<file path="config.mk">
export PLATFORM = sky130hd
export DESIGN_NAME = mem_access_ctrl
export DESIGN_NICKNAME = d
export VERILOG_FILES = /design/src/rtl/mem_access_ctrl.sv
export SDC_FILE = /design/constraint.sdc
export NUM_CORES = 1
export LEC_CHECK = 0
export CAP_MARGIN = 20
export CORE_ASPECT_RATIO = 1.5
export CORE_UTILIZATION = 45
export DETAILED_ROUTE_END_ITERATION = 8
export DONT_BUFFER_PORTS = 1
export PLACE_DENSITY_LB_ADDON = 0.2
export SYNTH_ARGS = -nofsm -noshare
export SYNTH_HDL_FRONTEND = slang
export SYNTH_SLANG_ARGS = --single-unit
</file>
<file path="constraint.sdc">
create_clock -name clk -period 4.1 [get_ports clk]
set_input_delay 0.82 -clock clk [delete_from_list [all_inputs] [get_ports clk]]
set_output_delay 0.82 -clock clk [all_outputs]
set_load 0.05 [all_outputs]
</file>
<file path="src/rtl/mem_access_ctrl.sv">
// Load/store memory sequencer: byte enables, lane shifting, load extension, error reporting.
// Define SPLIT_MISALIGNED_EN to split boundary-crossing accesses into two beats.
module mem_access_ctrl #(
  parameter int XLEN   = 32,
  parameter int ADDR_W = 32
) (
  input  logic                 clk,
  input  logic                 rst_n,
  input  logic                 req_valid,
  output logic                 req_ready,
  input  logic                 req_write,
  input  logic [1:0]           req_size,
  input  logic                 req_unsigned,
  input  logic [ADDR_W-1:0]    req_addr,
  input  logic [XLEN-1:0]      req_wdata,
  output logic                 rsp_valid,
  output logic                 rsp_error,
  output logic [XLEN-1:0]      rsp_rdata,
  output logic                 mem_read,
  output logic                 mem_write,
  output logic [ADDR_W-1:0]    mem_address,
  output logic [XLEN-1:0]      mem_wdata,
  output logic [XLEN/8-1:0]    mem_byte_enable,
  input  logic [XLEN-1:0]      mem_rdata,
  input  logic                 mem_resp,
  output logic [XLEN/8-1:0]    rmask,
  output logic [XLEN/8-1:0]    wmask
);

  // state | meaning
  // IDLE  | ready for a request
  // BEAT1 | first (or only) memory beat, held until mem_resp
  // BEAT2 | upper half of a boundary-crossing access
  // RESP  | one-cycle response strobe

  localparam int BYTES = XLEN / 8;
  localparam int OFS_W = $clog2(BYTES);

  typedef enum logic [1:0] {IDLE, BEAT1, BEAT2, RESP} state_t;

  state_t                state_q, state_d;
  logic                  write_q, write_d;
  logic                  unsigned_q, unsigned_d;
  logic                  error_q, error_d;
  logic [1:0]            size_q, size_d;
  logic [ADDR_W-1:0]     addr_q, addr_d;
  logic [2*XLEN-1:0]     wshift_q, wshift_d;
  logic [2*BYTES-1:0]    mask_q, mask_d;
  logic [XLEN-1:0]       beat1_q, beat1_d;
  logic [XLEN-1:0]       beat2_q, beat2_d;

  logic [OFS_W-1:0]      ofs_in;
  logic [2*BYTES-1:0]    base_mask;
  logic [2*BYTES-1:0]    new_mask;
  logic [2*XLEN-1:0]     new_wshift;
  logic                  misaligned;
  logic                  size_bad;
  logic                  illegal;
  int                    nbytes_in;

  assign ofs_in = req_addr[OFS_W-1:0];

  always_comb begin
    nbytes_in = 1 << req_size;
    base_mask = '0;
    for (int i = 0; i < 2*BYTES; i++) begin
      base_mask[i] = (i < nbytes_in);
    end
    new_mask   = base_mask << ofs_in;
    new_wshift = {{XLEN{1'b0}}, req_wdata} << {ofs_in, 3'b000};
    misaligned = (int'(ofs_in) + nbytes_in) > BYTES;
    size_bad   = (req_size == 2'd3) && (XLEN == 32);
`ifdef SPLIT_MISALIGNED_EN
    illegal    = size_bad;
`else
    illegal    = size_bad || misaligned;
`endif
  end

  logic [ADDR_W-1:0]   beat1_addr;
  logic [ADDR_W-1:0]   beat2_addr;
  logic [OFS_W-1:0]    ofs_q;
  logic [2*XLEN-1:0]   raw_wide;
  logic [XLEN-1:0]     raw;
  logic [XLEN-1:0]     load_ext;
  logic                sign_bit;
  int                  nbits;

  assign ofs_q      = addr_q[OFS_W-1:0];
  assign beat1_addr = {addr_q[ADDR_W-1:OFS_W], {OFS_W{1'b0}}};
  assign beat2_addr = beat1_addr + ADDR_W'(BYTES);
  assign raw_wide   = {beat2_q, beat1_q} >> {ofs_q, 3'b000};
  assign raw        = raw_wide[XLEN-1:0];

  // Replicate either the loaded MSB or zero above the access width.
  always_comb begin
    nbits    = 8 << size_q;
    load_ext = raw;
    sign_bit = 1'b0;
    if (nbits < XLEN) begin
      sign_bit = raw[nbits-1] & ~unsigned_q;
      for (int i = 0; i < XLEN; i++) begin
        load_ext[i] = (i < nbits) ? raw[i] : sign_bit;
      end
    end
  end

  always_comb begin
    state_d         = state_q;
    req_ready       = 1'b0;
    rsp_valid       = 1'b0;
    rsp_error       = 1'b0;
    rsp_rdata       = '0;
    mem_read        = 1'b0;
    mem_write       = 1'b0;
    mem_address     = '0;
    mem_wdata       = '0;
    mem_byte_enable = '1;
    rmask           = '0;
    wmask           = '0;
    case (state_q)
      IDLE: begin
        req_ready = 1'b1;
        if (req_valid) begin
          state_d = illegal ? RESP : BEAT1;
        end
      end
      BEAT1: begin
        mem_read    = ~write_q;
        mem_write   = write_q;
        mem_address = beat1_addr;
        mem_wdata   = wshift_q[XLEN-1:0];
        if (write_q) begin
          mem_byte_enable = mask_q[BYTES-1:0];
          wmask           = mask_q[BYTES-1:0];
        end else begin
          rmask           = mask_q[BYTES-1:0];
        end
        if (mem_resp) begin
          state_d = (|mask_q[2*BYTES-1:BYTES]) ? BEAT2 : RESP;
        end
      end
      BEAT2: begin
        mem_read    = ~write_q;
        mem_write   = write_q;
        mem_address = beat2_addr;
        mem_wdata   = wshift_q[2*XLEN-1:XLEN];
        if (write_q) begin
          mem_byte_enable = mask_q[2*BYTES-1:BYTES];
          wmask           = mask_q[2*BYTES-1:BYTES];
        end else begin
          rmask           = mask_q[2*BYTES-1:BYTES];
        end
        if (mem_resp) begin
          state_d = RESP;
        end
      end
      RESP: begin
        rsp_valid = 1'b1;
        rsp_error = error_q;
        rsp_rdata = (error_q || write_q) ? '0 : load_ext;
        state_d   = IDLE;
      end
      default: state_d = IDLE;
    endcase
  end

  always_comb begin
    write_d    = write_q;
    unsigned_d = unsigned_q;
    error_d    = error_q;
    size_d     = size_q;
    addr_d     = addr_q;
    wshift_d   = wshift_q;
    mask_d     = mask_q;
    beat1_d    = beat1_q;
    beat2_d    = beat2_q;
    if (state_q == IDLE && req_valid) begin
      write_d    = req_write;
      unsigned_d = req_unsigned;
      error_d    = illegal;
      size_d     = req_size;
      addr_d     = req_addr;
      wshift_d   = new_wshift;
      mask_d     = new_mask;
      beat1_d    = '0;
      beat2_d    = '0;
    end
    if (state_q == BEAT1 && mem_resp && !write_q) begin
      beat1_d = mem_rdata;
    end
    if (state_q == BEAT2 && mem_resp && !write_q) begin
      beat2_d = mem_rdata;
    end
  end

  always_ff @(posedge clk or negedge rst_n) begin
    if (!rst_n) begin
      state_q    <= IDLE;
      write_q    <= 1'b0;
      unsigned_q <= 1'b0;
      error_q    <= 1'b0;
      size_q     <= 2'd0;
      addr_q     <= '0;
      wshift_q   <= '0;
      mask_q     <= '0;
      beat1_q    <= '0;
      beat2_q    <= '0;
    end else begin
      state_q    <= state_d;
      write_q    <= write_d;
      unsigned_q <= unsigned_d;
      error_q    <= error_d;
      size_q     <= size_d;
      addr_q     <= addr_d;
      wshift_q   <= wshift_d;
      mask_q     <= mask_d;
      beat1_q    <= beat1_d;
      beat2_q    <= beat2_d;
    end
  end

endmodule

</file>
* Word level (Yosys, flattened, before mapping) *
Cells that the tools add are included.

operators by class
  bitwise operators = 3
  eq/ne operators = 7
  add/subtract/negate cells = 3
  reductions and logical operators = 14
  shift-type cells = 5
  order comparisons = 43
  mux-type cells = 63

operators by type and width
  kind                     count
  $lt A6 B32 Y1 const A    16
  $lt A4 B32 Y1 const A    8
  $lt A5 B32 Y1 const A    8
  $mux W32                 6
  $lt A3 B32 Y1 const A    4
  $pmux W32 S2             2
  $lt A1 B32 Y1 const A    2
  $lt A2 B32 Y1 const A    2
  $lt A32 B7 Y1 const B    2
  $shl A32 B5 Y64          1
  $shr A64 B5 Y32          1
  $mux W1                  40
  $add A3 B32 Y32          1
  $add A32 B3 Y32 const B  1
  $gt A32 B4 Y1 const B    1
  $shl A1 B2 Y32 const A   1
  $shl A4 B2 Y32 const A   1
  $sub A32 B2 Y32 const B  1
  $mux W4                  6
  $pmux W4 S2              3
  $mux W2                  4
  $pmux W2 S4              1
  $shl A8 B2 Y8            1
  $eq A2 B2 Y1 const B     3
  13 further kinds         22

word-level totals
  output and inout port bits = 113
  bits in registers = 175
  input bits = 104

* Logic depth before layout (Yosys ltp) *
  depth in word-level cells = 10
  mapped depth = 9

* Worst setup path before layout *
Ideal clock, no wire load.

  path type = register to output
  start point = register state_q[1]
  end point = output port rsp_rdata[16]
  setup slack = 0.460 ns
  arrival time = 2.820 ns
  cell stages (with the launch flop) = 6
  cells stage by stage = dfrtp_1 > ha_1 > or3b_4 > nor3_1 > o2111ai_2 > o21ai_0

between the ends
  word-level cells in the longest chain between the ends = 2

ends and longest elaborated chain
  item                    line  source
  from (decl)             41    state_t state_q, state_d;
  from (signal assigned)  210   state_q <= state_d;
  $eq A2 B2 Y1            121   case (state_q)
  $mux W32                121
  to (decl)               18    output logic [XLEN-1:0] rsp_rdata,

No other way between the ends.

* Worst setup path in the final report *
  start point = register state_q[1]
  end point = output port rsp_rdata[18]

Same word-level chain as after synthesis.

==> metrics.log <==
[metrics] number of cells on the worst reg-to-reg path: 6
[metrics] Antenna Violating Nets Remaining: 0
[metrics] number of buffers added for setup after CTS: 0
[metrics] Rel. slew slack: 0.260
[metrics] HPWL after detailed placement: ~18 mm
[metrics] signal arrival time at the worst endpoint: 3.00 ns
[metrics] number of global-route vias before repair: 7,825
[metrics] number of buffers inserted by hold repair at cts: 0
[metrics] Max Cap Viol: 0
[metrics] Worst Max-Slew Pin Slew: 1.11 ns
[metrics] final-report setup violation count: 0
[metrics] clock latency at the later pin of the worst-skew pair: 0.43 ns
[metrics] # IOs: ~220
[metrics] predominant post-synthesis flop cell: dfrtp_1
[metrics] power per cell area: about 900 mW/mm2
[metrics] switching portion of total power: 0.497
[metrics] DP Worst Slack: 0.778 ns
[metrics] count of flip-flops with a built-in enable after synthesis: 0
[metrics] worst hold margin: 0.0801 ns
[metrics] TritonCTS Sinks: 159
[metrics] Gate Count Post-Synth: just under 1,000
[metrics] critical setup path kind: reg2out
[metrics] antenna violations before repair: 0
[metrics] clock edge transition at the registers on the reported setup and hold paths: 0.06 ns
[metrics] outcome: finished clean
[metrics] Final nets: 1,139
[metrics] cell type of the slowest stage on the worst timing path: or3b_4
[metrics] horizontal extent of the die: 121 um
[metrics] largest net degree at the start of global routing: 160
[metrics] clock tree from TritonCTS: built
[metrics] most repeated cell in the gate-level netlist after synthesis: nand2_1
[metrics] number of library cell types mapped by synthesis: 62
[metrics] Core Region: roughly 0.021 mm2
[metrics] number of clock buffers inserted by TritonCTS: 17
[metrics] Area Overhead vs Synth: 13.8%
[metrics] biggest area contributors in the synthesized netlist: dfrtp_1, mux4_2, nand2_1
[metrics] cell area after synthesis: 0.00955 mm2
[metrics] dominant cell type by count on the critical path: buf_4
[metrics] worst IR drop on VDD: 558 uV
[metrics] Crit path required time: 3.28 ns
[metrics] proportion of power drawn by the clock network: 0.155
[metrics] setup repair after global routing missed its margin: false
[metrics] number of stages on the worst setup path: 7
[metrics] initial drt markers: 537
[metrics] GRT Util Overall: 0.259
[metrics] share of the synthesized area in the top cell type: 0.417
[metrics] setup TNS: 0 ns
[metrics] Switching Power: approximately 4.9 mW
[metrics] average via count per standard cell: 6.10
[metrics] Achievable Freq: between 0.2 and 0.3 GHz
[metrics] fraction of layout cells with a size suffix above 1: 0.238
[metrics] post-route minimum period: about 3.8 ns
[metrics] final non-filler cell total: 1,304
[metrics] number of cell rows: between 60 and 70
[metrics] synthesis-stage register bit count: 159
[metrics] sequential area share after synthesis: 0.417
[metrics] number of filler instances in the final layout: 1,950
[metrics] Remaining Overflow, GRT: 0
[metrics] area leader, netlist: dfrtp_1
[metrics] Min-Delay Path Class: in2async
[metrics] number of instances resized during post-cts repair: 0
[metrics] Final Skew: between 0.009 and 0.01 ns
[metrics] wire length of the first global-routing pass: 43.6 mm
[metrics] post-placement cell area: 0.0103 mm2
[metrics] Total Routed Length: between 20 and 30 mm
[metrics] fraction of synthesis flops using an asynchronous set or reset pin: 1.00
[metrics] WP buf/inv: 2
[metrics] register share of total power: 0.296
[metrics] root cell of the clock tree: clkbuf_16
[metrics] Die Area: 0.0218 mm2
[metrics] mean instance size in the synthesized netlist: 9.64 um2
[metrics] largest buffer count on any clock path: 2
[metrics] logic gate share of total power: 0.549
[metrics] number of iterations in the first detailed-routing pass: 4
[metrics] design internal power: 4.94 mW
[metrics] most frequent cells after synthesis: nand2_1, dfrtp_1, nand3_1, o21ai_0, mux2_2
[metrics] placed cell count: around 1,300
[metrics] post-DR wirelength/cell: ~21 um
[metrics] number of failing hold endpoints at the final stage: 0
[metrics] CP cell instances: ha_1 -> buf_4 -> or3b_4 -> nor3_1 -> o2111ai_2 -> o21ai_1 -> buf_4
[metrics] Pins Over Slew Limit: 0
[metrics] Worst Slack Setup Final: approximately 0.28 ns
[metrics] initial core utilization: 0.464
[metrics] number of buffers added on ports: 0
[metrics] Vert. Die Dim: 180 um
[metrics] routed vias: just under 8,000
[metrics] deepest level of the CTS H-tree: 4
[metrics] post-route DRC violation count: 0
[metrics] GPL Wtd Cong: 0.833
[metrics] # diodes: 0
[metrics] critical path startpoint category: flip-flop
[metrics] endpoint kind of the worst setup timing path: output pin
[metrics] final critical-path share of the clock period: 0.933
[metrics] final design area excluding fillers: 0.0109 mm2
[metrics] largest delay contributor family on the critical path: compound AO/OA/AOI/OAI gates
[metrics] count of yosys warnings during synthesis: 0
[metrics] leakage power figure: 4.95 nW
[metrics] worst-path maximum fanout: 16
[metrics] highest cell delay on the worst timing path: approximately 0.52 ns
[power groups by stage]
stage / combinational (mW) / sequential (mW) / clock [mW]
after floorplan: 4.35 / 2.64 / 0
after global placement: 5.27 / 2.96 / 0
after detailed placement: 5.33 / 2.97 / 0
after CTS: 5.35 / 2.95 / 1.56
after global routing: 5.76 / 3.02 / 1.61
final: 5.39 / 2.91 / 1.52
[final timing paths]
check                      slack (ns)                     from                       to
setup reg to reg                 1.34   state_q[1]$_DFFE_PN0P_  wshift_q[0]$_DFFE_PN0P_
max in group asynchronous        3.77                    rst_n    addr_q[3]$_DFFE_PN0P_
hold reg to reg                  0.48  wshift_q[8]$_DFFE_PN0P_  wshift_q[8]$_DFFE_PN0P_
min in group clk                 0.48  wshift_q[8]$_DFFE_PN0P_  wshift_q[8]$_DFFE_PN0P_
hold / removal                   0.08                    rst_n  beat1_q[17]$_DFFE_PN0P_
setup / recovery                 0.28   state_q[1]$_DFFE_PN0P_            rsp_rdata[18]
[stage by stage]
step	power (mW)	util
after detailed placement	8.31	0.500
after global placement	8.22	0.500
after floorplan	6.98	-
final	9.82	0.528
after global routing	10.4	0.528
after CTS	9.86	0.527
[cells in the final DEF, fill, tap and decap left out, types with 16 or more instances in the layout]
cell and instances:
dfrtp_1 158, nand3_1 74, o21ai_0 53, nor2_1 42, mux2i_1 22, o21ai_1 19
a31oi_1 28, nand2_1 190, buf_4 101, mux2_2 52, clkbuf_16 17, a21oi_1 16
mux4_2 36, a22o_1 43
[worst register-to-register path: cells and delay by family (launching register included)]
kind / cells / cell delay, ns
adder cells (fa/ha/maj): 1 / 0.15
AND/OR/NAND/NOR: 2 / 1.43
buffers and inverters: 2 / 0.44
AO/OA/AOI/OAI: 1 / 0.23
flip-flops: 1 / 0.43
[final cells by class]
cell class	instances	area, um2	share of cell area
tap	264	330	0.0304
timing repair buffer	104	818	0.0753
inverter	13	48.8	0.00449
sequential	159	3980	0.366
clock inverter	8	81.3	0.00749
clock buffer	24	472	0.0434
multi-input combinational	732	5130	0.473
[flip-flops by register name, summed over array words and instances, names as in the netlist]
register	cells
wshift_q	56
addr_q	32
beat1_q	32
beat2_q	24
mask_q	8
size_q	2
state_q	2
error_q	1
unsigned_q	1
write_q	1
[per-layer routing]
metal	routed length, um	track usage	share of wire	vias to the layer above
met4	496	0.0790	0.018	0
li1	-	-	-	3687
met3	1580	0.0617	0.058	41
met5	0	0	0	-
met1	11000	0.313	0.40	3967
met2	14200	0.450	0.52	253
[kinds of logic (layout without fill, tap and decap cells)]
kind of cell | Yosys count | after routing | synth area share
xor+xnor | 1 | 1 | 0.000917
other cells | 1 | 2 | 0.000393
flops | 159 | 159 | 0.417
buf+inv | 100 | 149 | 0.0473
simple gates | 385 | 385 | 0.190
mux | 113 | 113 | 0.174
compound gates | 223 | 223 | 0.160
fa+ha+maj | 8 | 8 | 0.0113
(Power assumes the default switching activity.)
